`src/rtl/alu_share_arb.sv`:
```
// alu_share_arb: one integer ALU shared by two requesters. Round-robin grant,
// a single operation in flight, and a registered, tagged response channel
// with valid/ready backpressure.
module alu_share_arb #(
    parameter int unsigned XLEN = 32,
    parameter int unsigned OPW  = 4
) (
    input  logic            clk,
    input  logic            rst_n,
    input  logic            req0_valid_i,
    output logic            req0_ready_o,
    input  logic [OPW-1:0]  req0_op_i,
    input  logic [XLEN-1:0] req0_rs1_i,
    input  logic [XLEN-1:0] req0_rs2_i,
    input  logic            req1_valid_i,
    output logic            req1_ready_o,
    input  logic [OPW-1:0]  req1_op_i,
    input  logic [XLEN-1:0] req1_rs1_i,
    input  logic [XLEN-1:0] req1_rs2_i,
    output logic            rsp_valid_o,
    input  logic            rsp_ready_i,
    output logic            rsp_id_o,
    output logic [XLEN-1:0] rsp_rd_o,
    output logic            rsp_err_o,
    output logic            busy_o
);

    localparam int unsigned ShW = $clog2(XLEN);

    localparam logic [1:0] StIdle = 2'd0;
    localparam logic [1:0] StExec = 2'd1;
    localparam logic [1:0] StResp = 2'd2;

    localparam logic [OPW-1:0] OpAdd  = OPW'(0);
    localparam logic [OPW-1:0] OpSub  = OPW'(1);
    localparam logic [OPW-1:0] OpSlt  = OPW'(2);
    localparam logic [OPW-1:0] OpSltu = OPW'(3);
    localparam logic [OPW-1:0] OpAnd  = OPW'(4);
    localparam logic [OPW-1:0] OpOr   = OPW'(5);
    localparam logic [OPW-1:0] OpXor  = OPW'(6);
    localparam logic [OPW-1:0] OpSll  = OPW'(7);
    localparam logic [OPW-1:0] OpSrl  = OPW'(8);
    localparam logic [OPW-1:0] OpSra  = OPW'(9);

    logic [1:0]      state_q, state_d;
    logic            rr_ptr_q;
    logic [OPW-1:0]  op_q;
    logic [XLEN-1:0] rs1_q, rs2_q;
    logic            id_q;
    logic            rsp_valid_q;
    logic            rsp_id_q;
    logic [XLEN-1:0] rsp_rd_q;
    logic            rsp_err_q;

    logic            idle;
    logic            any_valid;
    logic            grant;
    logic            hs;
    logic [ShW-1:0]  shamt;
    logic [XLEN-1:0] alu_res;
    logic            alu_err;

    // Grant selection: lone requester wins, contention resolved by rr_ptr.
    always_comb begin
        idle      = (state_q == StIdle);
        any_valid = req0_valid_i | req1_valid_i;
        grant     = 1'b0;
        if (req0_valid_i && req1_valid_i) begin
            grant = rr_ptr_q;
        end else if (req1_valid_i) begin
            grant = 1'b1;
        end
        hs           = idle & any_valid;
        req0_ready_o = hs & ~grant;
        req1_ready_o = hs & grant;
    end

    // FSM next state: IDLE -> EXEC -> RESP -> IDLE (held until consumer takes it).
    always_comb begin
        state_d = state_q;
        unique case (state_q)
            StIdle:  if (hs) state_d = StExec;
            StExec:  state_d = StResp;
            StResp:  if (rsp_ready_i) state_d = StIdle;
            default: state_d = StIdle;
        endcase
    end

    // ALU datapath on the latched operands; codes 10-15 flag an error with zero result.
    always_comb begin
        alu_res = '0;
        alu_err = 1'b0;
        shamt   = rs2_q[ShW-1:0];
        case (op_q)
            OpAdd:   alu_res = rs1_q + rs2_q;
            OpSub:   alu_res = rs1_q - rs2_q;
            OpSlt:   alu_res = {{(XLEN-1){1'b0}}, ($signed(rs1_q) < $signed(rs2_q))};
            OpSltu:  alu_res = {{(XLEN-1){1'b0}}, (rs1_q < rs2_q)};
            OpAnd:   alu_res = rs1_q & rs2_q;
            OpOr:    alu_res = rs1_q | rs2_q;
            OpXor:   alu_res = rs1_q ^ rs2_q;
            OpSll:   alu_res = rs1_q << shamt;
            OpSrl:   alu_res = rs1_q >> shamt;
            OpSra:   alu_res = XLEN'($signed(rs1_q) >>> shamt);
            default: alu_err = 1'b1;
        endcase
    end

    // State, operand capture on handshake, and registered response.
    always_ff @(posedge clk or negedge rst_n) begin
        if (!rst_n) begin
            state_q     <= StIdle;
            rr_ptr_q    <= 1'b0;
            op_q        <= '0;
            rs1_q       <= '0;
            rs2_q       <= '0;
            id_q        <= 1'b0;
            rsp_valid_q <= 1'b0;
            rsp_id_q    <= 1'b0;
            rsp_rd_q    <= '0;
            rsp_err_q   <= 1'b0;
        end else begin
            state_q <= state_d;
            if (hs) begin
                op_q     <= grant ? req1_op_i  : req0_op_i;
                rs1_q    <= grant ? req1_rs1_i : req0_rs1_i;
                rs2_q    <= grant ? req1_rs2_i : req0_rs2_i;
                id_q     <= grant;
                // Favour the other requester next time.
                rr_ptr_q <= ~grant;
            end
            if (state_q == StExec) begin
                rsp_valid_q <= 1'b1;
                rsp_id_q    <= id_q;
                rsp_rd_q    <= alu_res;
                rsp_err_q   <= alu_err;
            end else if (state_q == StResp && rsp_ready_i) begin
                rsp_valid_q <= 1'b0;
            end
        end
    end

    assign rsp_valid_o = rsp_valid_q;
    assign rsp_id_o    = rsp_id_q;
    assign rsp_rd_o    = rsp_rd_q;
    assign rsp_err_o   = rsp_err_q;
    assign busy_o      = (state_q != StIdle);

endmodule

```
`config.mk`:
```
export PLATFORM = sky130hd
export DESIGN_NAME = alu_share_arb
export DESIGN_NICKNAME = d
export VERILOG_FILES = /design/src/rtl/alu_share_arb.sv
export SDC_FILE = /design/constraint.sdc
export NUM_CORES = 1
export LEC_CHECK = 0
export BUFFER_PORTS_ARGS = -buffer_cell sky130_fd_sc_hd__buf_2
export CAP_MARGIN = 40
export CORE_MARGIN = 2
export CORE_UTILIZATION = 34
export CTS_CLUSTER_SIZE = 14
export DETAILED_ROUTE_END_ITERATION = 8
export GPL_TIMING_DRIVEN = 0
export PLACE_DENSITY = 0.59
export SETUP_SLACK_MARGIN = 0.05
export SLEW_MARGIN = 10
export SYNTH_ARGS = -nofsm -noshare
export SYNTH_HDL_FRONTEND = slang
export SYNTH_SLANG_ARGS = --single-unit
export TNS_END_PERCENT = 100
```
`constraint.sdc`:
```
create_clock -name clk -period 7 [get_ports clk]
set_input_delay 1.4 -clock clk [delete_from_list [all_inputs] [get_ports clk]]
set_output_delay 1.4 -clock clk [all_outputs]
set_load 0.03 [all_outputs]
```
After elaboration in Yosys (flattened, before gate mapping)
Cells that the tools add are included.
{"block": "word_totals", "reg_bits": 107, "latchBits": 0, "ramBits": 0, "romBits": 0, "output_inout_bits": 38, "elab_cells": 58, "mem_count": 0}
{"block": "op_classes", "add_sub_neg": 2, "multipliers": 0, "div_mod_pow": 0, "magnitude_cmp": 2, "n_eq_ne": 13, "shift": 3, "muxes": 12, "n_bitwise": 8, "n_reduce_logical": 8}
{"op": "one-hot mux 32 bit (10 select lines)", "count": 1}
{"op": "< comparator 32 bit", "count": 2}
{"op": "2-to-1 mux 32 bit", "count": 2}
{"op": "adder 32 bit", "count": 1}
{"op": "AND 32 bit", "count": 1}
{"op": "bitwise OR 32 bit", "count": 1}
{"op": "left shift 32 x 5 -> 32 bit", "count": 1}
{"op": "right shift 32 x 5 -> 32 bit", "count": 1}
{"op": ">>> shifter 32 x 5 -> 32 bit", "count": 1}
{"op": "subtractor 32 bit", "count": 1}
{"op": "bitwise XOR 32 bit", "count": 1}
{"op": "== test 4 x 3 -> 1 bit, second input constant", "count": 4}
{"op": "OR reduction 10 bit", "count": 1}
{"op": "== test 4 x 2 -> 1 bit, second input constant", "count": 2}
{"op": "== test 4 bit, second input constant", "count": 2}
{"op": "one-hot mux 2 bit (3 select lines)", "count": 1}
{"op": "2-to-1 mux 1 bit", "count": 5}
{"op": "== test 4 x 1 -> 1 bit, second input constant", "count": 1}
{"op": "zero test 4 bit", "count": 1}
{"op": "2-to-1 mux 2 bit", "count": 2}
{"op": "2-to-1 mux 4 bit", "count": 1}
{"op": "nonzero test 2 bit", "count": 2}
{"op": "AND 1 bit", "count": 3}
{"op": "== test 2 x 1 -> 1 bit, second input constant", "count": 1}
{"op": "other kinds (8)", "count": 9}

Longest topological paths before layout
{"block": "depth", "ltp_word": 4, "ltp_mapped": 14, "mapped_depth_nobuf": 12}

Worst setup path after synthesis
OpenSTA, ideal clock, no wires.
{"block": "synth_timing", "path_type": "in2out", "startpoint": "input port req0_valid_i", "endpoint": "output port req0_ready_o", "arrival_ps": 2378, "required_ps": 5600, "setup_slack_ps": 3222, "cell_stages": 3, "n_path_buf": 1, "cell_sequence": "inv_1 -> a211oi_1 -> clkbuf_1"}
{"block": "synth_via", "elab_chain_len": 4}
{"element": "from (decl)", "line": "10", "text": "input logic req0_valid_i,"}
{"element": "logical AND 1 bit", "line": "68", "text": "if (req0_valid_i && req1_valid_i) begin"}
{"element": "2-to-1 mux 1 bit", "line": "68"}
{"element": "inverter 1 bit", "line": "74", "text": "req0_ready_o = hs & ~grant;"}
{"element": "AND 1 bit (*)", "line": "74"}
{"element": "to (decl)", "line": "11", "text": "output logic req0_ready_o,"}
Every way passes the cells marked *; elsewhere a longest branch is shown, timed or not.

Worst setup path in the final report
{"block": "layout_timing", "startpoint": "register rs2_q[2]", "endpoint": "register rsp_rd_q[24] (netlist: rsp_rd_o[24])"}
{"block": "layout_via", "elab_chain_len": 2}
{"element": "from (decl)", "line": "48", "text": "logic [XLEN-1:0] rs1_q, rs2_q;"}
{"element": "from (signal assigned)", "line": "127", "text": "rs2_q <= grant ? req1_rs2_i : req0_rs2_i;"}
{"element": "subtractor 32 bit, or another cell as far along", "line": "96", "text": "OpSub: alu_res = rs1_q - rs2_q;"}
{"element": "one-hot mux 32 bit (10 select lines) (*)", "line": "94", "text": "case (op_q)"}
{"element": "to (signal assigned)", "line": "135", "text": "rsp_rd_q <= alu_res;"}
{"element": "to (decl)", "line": "52", "text": "logic [XLEN-1:0] rsp_rd_q;"}
Marks and branches as above.
A chain may end at the register's enable or synchronous reset.

==> summary.txt <==
Die
  • Chip Width: 197 microns
  • Core box area: 36600 sq um
  • Starting Density: 0.345
  • Num ports: 179
  • Die area: roughly 39000 sq um
  • # rows: 70
  • Die Y: 197 microns

Global routing
  • Largest net degree at the start of global routing: 62
  • Vias in the first global route: 13500
  • Initial antenna violation count: 0
  • Global-route wire length before repair: 91300 microns
  • Global route overflow: 0
  • Gr usage total: 0.322

Logic synthesis
  • Fraction of registers with async set/reset: 1.00
  • Avg Cell Area, Syn: 8.05 sq um
  • Post-synth EDFFs: 0
  • Post-synthesis cell count: 1572
  • Mapped cell area: 12600 sq um
  • Top cell type by total area after synthesis: dfrtp_1
  • Top-area cell type share of the netlist area: 0.212
  • Number of synthesized register bits: around 110
  • Synthesis Warnings: 0
  • Synthesized Nets: 1812
  • Sequential cell area fraction in the yosys report: 0.212
  • Top cells by area, synth: dfrtp_1 (21%), ha_1 (9.6%), mux4_2 (8.4%)
  • Synth cell types: 87
  • Top_reg_cell synth: dfrtp_1

Finish
  • Non-filler instance count after layout: 2238
  • Final Net Count: around 2000
  • Finished Cell Area: around 14000 sq um
  • Layout cells sized above 1: 0.173
  • Synth-to-Final Area Change: 14.6%
  • Diode count: 0

Clock tree
  • Htree depth: 3
  • Quantity of gates resized following cts: 0
  • Largest buffer count on any clock path: 2
  • CTS Sinks: 107
  • CTS Root Buffer Type: clkbuf_16
  • Hold_buf cts: 0
  • Reg clk slew, reported paths: 80 ps
  • Clock Latency Late Sink: about 400 ps
  • Setup Buffers After CTS: 0
  • Num CTS Buffers: 9
  • CTS tree: built

Placement
  • Detailed Place HPWL: 50400 microns
  • Placed Cells: 2222
  • PortBufs: 178
  • Placed cell areas: roughly 14000 sq um
  • Final GP Congestion: 1.05

STA
  • F_max: about 190 MHz
  • Sum of negative setup slack: 0 ps
  • RSZ-0062 raised after global routing: no
  • Setup violators final: 0
  • Ratio of final minimum period to clock period: 0.741
  • Hold slack: 477 ps
  • Clock skew: 15.0 ps
  • Final Max Slew Viols: 0
  • Worst slew pin tran: 939 ps
  • Clock period minus worst slack: 5190 ps
  • Max_slew headroom: 0.374
  • Hold Fails Final Rpt: 0

Routing
  • Final wirelength: roughly 62000 microns
  • Via density: 6.35
  • Wire length on met2: about 28000 microns
  • ANT nets after route: 0
  • Highest routing layer actually used: met4
  • Routed met3 length: 5210 microns
  • Routed length per placed instance: around 28 microns
  • DRC viols: 0
  • Routed vias: 14200
  • Initial DRC Count: 1951
  • M1 wire length: 26400 microns
  • 1st-pass router iterations: 7

Flow run
  • Max-cap violations: 0

Worst setup path
  • Crit path arrival time: 5440 ps
  • CP Launch Type: flip-flop
  • Worst-path maximum fanout: 11
  • Endpoint class of the critical path: flip-flop
  • WS Path Type: reg -> reg
  • Worst path required time: 7250 ps

Status
  • Status: finished clean

Hold path
  • Hold Path Class: reg -> reg
-- layout make-up --
type	count	area, sq um
fill	3903	22100
multi-input combinational	1169	8800
sequential	107	2680
timing repair buffer	182	948
inverter	171	642
tap	468	586
buffer	125	534
clock buffer	9	225
clock inverter	7	76.3
-- registers in the layout, indices dropped and copies added, names as in the netlist, 2 cells and up --
register and count:
rs2_q 32, rs1_q 32, state_q 2, rsp_rd_o 32, op_q 4
-- cells by family (layout without fill, tap and decap cells) --
group           Yosys count  in the layout  share of synthesized area
fa+ha+maj                99             99                     0.0991
compound gates          533            533                      0.299
buf+inv                 296            494                     0.0930
mux                     116            116                      0.139
simple gates            395            395                      0.140
xor+xnor                 26             26                     0.0180
flops                   107            107                      0.212
-- cell usage after synthesis, types with 30 or more instances --
cell,instances
inv_1,166
nor2_1,162
a21oi_1,131
dfrtp_1,107
nand2_1,101
ha_1,97
clkbuf_1,94
o21ai_0,89
a222oi_1,74
mux2i_1,60
mux4_2,47
nand3_1,34
nor3_1,34
o211ai_1,30
-- path summary, 6_finish.rpt --
check | startpoint | to | slack, ps | cells past startpoint
max | rs2_q[2] | rsp_rd_o[24] | 1810 | 14
min | rsp_rd_o[4] | rsp_rd_o[4] | 480 | 2
max reg2reg | rs2_q[2] | rsp_rd_o[24] | 1810 | 14
min reg2reg | rsp_rd_o[4] | rsp_rd_o[4] | 480 | 2
max in group asynchronous | rst_n | rsp_rd_o[0] | 5400 | 2
min in group asynchronous | rst_n | rs1_q[4] | 920 | 1
-- cell usage in the layout (no fill, tap or decap), types with 8 or more instances in the layout --
cell,count
a211oi_1,17
a21o_1,16
a21oi_1,131
a221oi_1,12
a222oi_1,74
a22oi_1,16
a31oi_1,20
buf_2,194
clkbuf_1,94
clkbuf_16,9
dfrtp_1,107
ha_1,97
inv_1,166
mux2i_1,60
mux4_2,47
nand2_1,101
nand2b_1,8
nand3_1,34
nor2_1,162
nor2b_1,8
nor3_1,34
o211ai_1,30
o21ai_0,89
o21ai_1,11
o21bai_1,12
o221ai_1,12
xnor2_1,20
-- per-stage QoR --
step                      setup WS (ps)   util
after floorplan                    3220      -
after global placement             1870  0.386
after detailed placement           1970  0.387
after CTS                          1930  0.396
after global routing               1570  0.396
final                              1810  0.396
-- metal layers --
metal / global-route usage / vias up
li1: - / 6258
met1: 0.439 / 6962
met2: 0.513 / 857
met3: 0.0428 / 135
met4: 0.136 / 0
met5: 0 / -
-- critical path, cell delays in order, from the launching register on --
cell      delay (ps)
dfrtp_1          450
inv_2            260
buf_1            610
clkbuf_1         550
ha_1             360
buf_6            150
nor2_1           140
o221ai_1         270
a211oi_1         600
a211oi_1         200
nor3_1           410
a31oi_1          340
o21ai_1          240
xor2_1           280
o221ai_1         170
Power is not shown: default switching activity piles up to over one toggle a cycle in this logic, so the estimate is an artifact.
